$ cat config.mk
export PLATFORM = sky130hd
export DESIGN_NAME = sem_peticion
export DESIGN_NICKNAME = d
export VERILOG_FILES = /design/src/rtl/sem_pkg.sv /design/src/rtl/sem_antirrebote.sv /design/src/rtl/sem_peticion.sv
export SDC_FILE = /design/constraint.sdc
export NUM_CORES = 1
export LEC_CHECK = 0
export ABC_AREA = 1
export BUFFER_PORTS_ARGS = -buffer_cell sky130_fd_sc_hd__buf_2
export CORE_MARGIN = 3
export CORE_UTILIZATION = 45
export DETAILED_ROUTE_END_ITERATION = 12
export PLACE_DENSITY = 0.59
export SYNTH_ARGS = -nofsm -noshare
export SYNTH_HDL_FRONTEND = slang
export SYNTH_SLANG_ARGS = --single-unit
$ cat constraint.sdc
create_clock -name CLK -period 1.8 [get_ports CLK]
set_clock_uncertainty 0.2 [all_clocks]
set_input_delay 0.36 -clock CLK [delete_from_list [all_inputs] [get_ports CLK]]
set_output_delay 0.36 -clock CLK [all_outputs]
set_load 0.05 [all_outputs]
$ cat src/rtl/sem_pkg.sv
// Shared definitions for the pedestrian-request front end: FSM states,
// counter width and the default amber start value.
package sem_pkg;

    localparam int SEM_W = 6;
    localparam logic [SEM_W-1:0] SEM_SALTO_DEF = 6'd30;

    typedef enum logic [2:0] {
        REPOSO,
        ESPERA,
        CARGA,
        BLOQUEO,
        FIN
    } sem_pet_t;

endpackage

$ cat src/rtl/sem_antirrebote.sv
// Push-button conditioning: two-flop synchroniser, level debouncer and a
// single-cycle pulse when the debounced level goes from released to pressed.
module sem_antirrebote #(
    parameter int DEB_CYCLES = 1_000_000
) (
    input  logic CLK,
    input  logic RST,
    input  logic KEY_n,
    output logic pulsa
);

    localparam int CW = $clog2(DEB_CYCLES + 1);

    logic          sync1;
    logic          sync2;
    logic          estable;
    logic          estable_d;
    logic [CW-1:0] cnt;

    always_ff @(posedge CLK) begin
        if (RST) begin
            sync1     <= 1'b1;
            sync2     <= 1'b1;
            estable   <= 1'b1;
            estable_d <= 1'b1;
            cnt       <= '0;
        end else begin
            sync1     <= KEY_n;
            sync2     <= sync1;
            estable_d <= estable;
            // The level must differ for DEB_CYCLES consecutive cycles to be taken.
            if (sync2 != estable) begin
                if (cnt == CW'(DEB_CYCLES - 1)) begin
                    estable <= sync2;
                    cnt     <= '0;
                end else begin
                    cnt <= cnt + 1'b1;
                end
            end else begin
                cnt <= '0;
            end
        end
    end

    assign pulsa = estable_d & ~estable;

endmodule

$ cat src/rtl/sem_peticion.sv
// Pedestrian-request front end: 1 s enable prescaler, car-green timer and the
// request FSM that shortens car green by loading the amber start value.
module sem_peticion
    import sem_pkg::*;
#(
    parameter int               DIV        = 50_000_000,
    parameter int               DEB_CYCLES = 1_000_000,
    parameter int               MIN_VERDE  = 10,
    parameter logic [SEM_W-1:0] SALTO      = SEM_SALTO_DEF
) (
    input  logic             CLK,
    input  logic             RST,
    input  logic             KEY_PEATONn,
    input  logic             Gcars,
    input  logic             Rcars,
    output logic             CLK_ENA,
    output logic             SEM_LOADn,
    output logic [SEM_W-1:0] SEM_P,
    output logic             PETICION
);

    localparam int PRE_W = $clog2(DIV);
    localparam int TV_W  = $clog2(MIN_VERDE + 1);

    logic [PRE_W-1:0] pre;
    logic             pre_tick;
    logic             pulsa;
    logic             verde;
    logic [TV_W-1:0]  t_verde;
    sem_pet_t         est;
    sem_pet_t         nxt;

    sem_antirrebote #(
        .DEB_CYCLES(DEB_CYCLES)
    ) u_antirrebote (
        .CLK  (CLK),
        .RST  (RST),
        .KEY_n(KEY_PEATONn),
        .pulsa(pulsa)
    );

    // pre_tick precedes the registered CLK_ENA by one cycle so a load decided
    // on it lands exactly on the enable cycle.
    assign pre_tick = (pre == PRE_W'(DIV - 2));
    assign verde    = Gcars & ~Rcars;
    assign SEM_P    = SALTO;

    always_ff @(posedge CLK) begin
        if (RST) begin
            pre     <= '0;
            CLK_ENA <= 1'b0;
            t_verde <= '0;
        end else begin
            pre     <= (pre == PRE_W'(DIV - 1)) ? '0 : pre + 1'b1;
            CLK_ENA <= pre_tick;
            if (!verde) begin
                t_verde <= '0;
            end else if (CLK_ENA && (t_verde < TV_W'(MIN_VERDE))) begin
                t_verde <= t_verde + 1'b1;
            end
        end
    end

    always_comb begin
        nxt = est;
        case (est)
            REPOSO:  if (pulsa && verde) nxt = ESPERA;
            ESPERA: begin
                // Natural amber wins over a load decided in the same cycle.
                if (!verde) begin
                    nxt = BLOQUEO;
                end else if (pre_tick && (t_verde >= TV_W'(MIN_VERDE))) begin
                    nxt = CARGA;
                end
            end
            CARGA:   nxt = BLOQUEO;
            BLOQUEO: if (!verde) nxt = FIN;
            FIN:     if (verde) nxt = REPOSO;
            default: nxt = REPOSO;
        endcase
    end

    always_ff @(posedge CLK) begin
        if (RST) begin
            est       <= REPOSO;
            PETICION  <= 1'b0;
            SEM_LOADn <= 1'b1;
        end else begin
            est       <= nxt;
            PETICION  <= (nxt == ESPERA) || (nxt == CARGA) || (nxt == BLOQUEO);
            SEM_LOADn <= (nxt != CARGA);
        end
    end

endmodule

==> results by group <==
Status
  • Outcome: completed

Synthesis
  • Yosys Warn Count: 0
  • Yosys top cell by area: dfxtp_1
  • Register area share after synthesis: 38.7%
  • Top cells by area, synth: dfxtp_1 (39%), nand2_1 (11%), nor2_1 (8.4%)
  • Main synth FF type: dfxtp_1
  • Post-synth EDFFs: 0
  • Top cell type's share of synthesized area: just under 40%
  • Yosys cell types: 38
  • Avg Cell Area, Syn: slightly above 7 sq um
  • Mapped Cells: roughly 430
  • Most instantiated library cell after synthesis: nand2_1
  • Commonest cells post-synth: nand2_1 (87), nor2_1 (69), dfxtp_1 (60), inv_1 (53), a21oi_1 (24)
  • Post-synthesis cell area: 3100 sq um
  • Async S/R FF share, synth: 0%
  • Yosys reg bits: 60

Placed design
  • DP Area: 3270 sq um
  • Placed insts: approximately 520
  • Port Buffers: 7
  • Routability cong.: 0.929
  • DP Wirelength: 4860 um

Layout
  • Post-layout instance area: 3570 sq um
  • Synthesis-to-finish area growth: 15.2%
  • Layout cell share with drive strength beyond 1: 16.9%
  • Inserted Diodes: 0
  • Finished Core Util: 54.7%
  • Nets: approximately 470
  • Post-route insts no fill: 539
  • Filler cells: approximately 660

Global routing
  • First-pass GRT wire length: between 10000 and 15000 um
  • GRT Overall Usage: 18.1%
  • Initial antenna violation count: 0
  • Largest net degree at the start of global routing: 22
  • GRT overflow: 0
  • Vias in the first global route: 2443

Detailed routing
  • Wire per inst: 12.0 um
  • Antenna viol nets, final: 0
  • Detailed Route Iter0 Violations: between 100 and 150
  • Final wirelength: 6450 um
  • Via count: 2714
  • Via/cell ratio: 5.04
  • Drt first pass iters: 5
  • Drt drc: 0

Critical path
  • CP max FO: 4
  • Critical-path cell list: ha_2, inv_1, nor2_4, nand2_2, nor2_1, inv_1, nor2_4, nand3_1, o21ai_1, nor2_1
  • Critical Path AT: 1.73 ns
  • Crit path launch type: flip-flop
  • CP max-delay cell: dfxtp_2
  • Setup CP Type: flip-flop to flip-flop
  • Slowest Stage Delay on Critical Path: 0.35 ns
  • Critical Path Sink Type: flip-flop
  • FF-to-FF Start: pre[0]$_SDFF_PP0_
  • Worst endpoint required time: between 1.5 and 2 ns
  • First element of the critical path: pre[0]$_SDFF_PP0_

CTS
  • H-tree Lvls: 3
  • Maximum clock path buffer count: 2
  • Root Driver: clkbuf_8
  • Clock Latency Late Sink: 0.34 ns
  • Postcts setup bufs: 0
  • CTS tree: done
  • CTS buffer count: 9
  • Clk slew on worst S/H paths: about 0.07 ns
  • CTS sink cnt: 60

Flow run
  • Max-Cap Viols: 0

Floorplan
  • Row Count: 29
  • Die Y: 89.0 um
  • Initial cell density of the core: 47.5%
  • Core area: 6530 sq um
  • Die width: 89.0 um
  • Total die area: 7920 sq um
  • I/O pins: 14

Power and ir drop
  • Leakage: 1.23 nW
  • Worst IR drop on VDD: between 0.5 and 0.6 mV
  • Pwr/cell area: roughly 850 nW/um^2

Worst hold path
  • HP Start: RST
  • Hold Path Class: input pin to flip-flop

Timing
  • RSZ-0062 raised after global routing: true
  • Final setup vio count: 0
  • Minimum clock period: 1.69 ns
  • Fmax: between 0.5 and 0.6 GHz
  • Fin crit share: 94.0%
  • Endpoints failing hold: 0
  • Max Slew Vio Count: 0
==> flip-flops by register name, summed over array words and instances, names as in the netlist <==
name / count
pre: 26
u_antirrebote.cnt: 20
t_verde: 4
est: 3
CLK_ENA: 1
PETICION: 1
SEM_LOADn: 1
u_antirrebote.estable: 1
u_antirrebote.estable_d: 1
u_antirrebote.sync1: 1
u_antirrebote.sync2: 1
==> final cells by class <==
type	count	area [sq um]	area share, %
multi-input combinational	311	1660	46.3
inverter	56	213	5.95
timing repair buffer	19	140	3.92
tap	77	96.3	2.70
clock buffer	9	124	3.47
clock inverter	7	139	3.89
sequential	60	1200	33.7
==> what timing repair did <==
action / CTS / global route
endpoints found under the setup margin: 0 / 43
endpoints found under the hold margin: 1 / 0
hold buffers: 1 / 0
resized for setup: 0 / 14
==> layout by cell type, fill, tap and decap left out, types with 3 or more instances in the layout <==
cell type / Yosys / routed
nand2_1: 87 / 85
nor2_1: 69 / 67
dfxtp_1: 60 / 57
inv_1: 53 / 53
a21oi_1: 24 / 24
nand3_1: 19 / 19
nand4_1: 16 / 16
xor2_1: 12 / 12
nor3_1: 14 / 11
buf_4: 6 / 10
clkbuf_8: 0 / 9
o21ai_0: 8 / 7
xnor2_1: 7 / 7
buf_2: 2 / 7
nand2_2: 4 / 6
nor2_2: 4 / 6
nor3_2: 3 / 6
conb_1: 2 / 6
or2_2: 5 / 5
nor2_4: 4 / 4
nand3_2: 4 / 4
ha_1: 5 / 4
bufinv_16: 0 / 4
nor3b_1: 3 / 3
dfxtp_2: 0 / 3
==> cells by family after synthesis <==
family,Yosys count,synth area share (%)
compound gates,39,7.14
xor+xnor,19,5.37
fa+ha+maj,5,2.02
buf+inv,66,9.28
flops,60,38.7
other cells,2,0.242
simple gates,242,37.2
==> critical path: cells and delay by family (launching register included) <==
family | cells | cell delay [ns]
buffers and inverters | 2 | 0.14
and+or+nand+nor | 6 | 0.59
AOI/OAI and AO/OA | 1 | 0.12
DFF | 1 | 0.35
adders and majority gates | 1 | 0.19
==> per-stage QoR <==
| stage | TNS [ns] | hold slack [ns] | power, W | setup slack, ns |
|---|---|---|---|---|
| 6_report | 0 | 0.0864 | 0.00304 | 0.108 |
| 5_1_grt | -0.0650 | 0.0837 | 0.00315 | -0.0650 |
| 2_1_floorplan | 0 | 0.189 | 0.00145 | 0.137 |
| 3_3_place_gp | 0 | 0.206 | 0.00146 | 0.0889 |
| 3_5_place_dp | 0 | 0.207 | 0.00146 | 0.0282 |
| 4_1_cts | 0 | 0.0768 | 0.00308 | 0.00707 |
==> final timing paths <==
kind	endpoint	slack, ns	depth (start not counted)
setup / recovery	pre[18]$_SDFF_PP0_	0.11	10
hold / removal	est[1]$_SDFF_PP0_	0.09	2
setup reg to reg	pre[18]$_SDFF_PP0_	0.11	10
hold reg to reg	u_antirrebote.sync2$_SDFF_PP1_	0.22	1
==> layer usage <==
| metal | GRT usage [%] | vias up | share of wire [%] |
|---|---|---|---|
| li1 | - | 1425 | - |
| met1 | 24.8 | 1217 | 50 |
| met2 | 27.0 | 64 | 42 |
| met3 | 5.81 | 8 | 6.2 |
| met4 | 6.09 | 0 | 1.9 |
| met5 | 0 | - | 0 |
==> where the power goes <==
part           switching [W]  total [W]  internal, W
Sequential        0.00000669    0.00134      0.00134
Clock               0.000550    0.00161      0.00106
Combinational      0.0000662  0.0000882    0.0000221
Note: power is estimated with default switching activity, not from simulation.
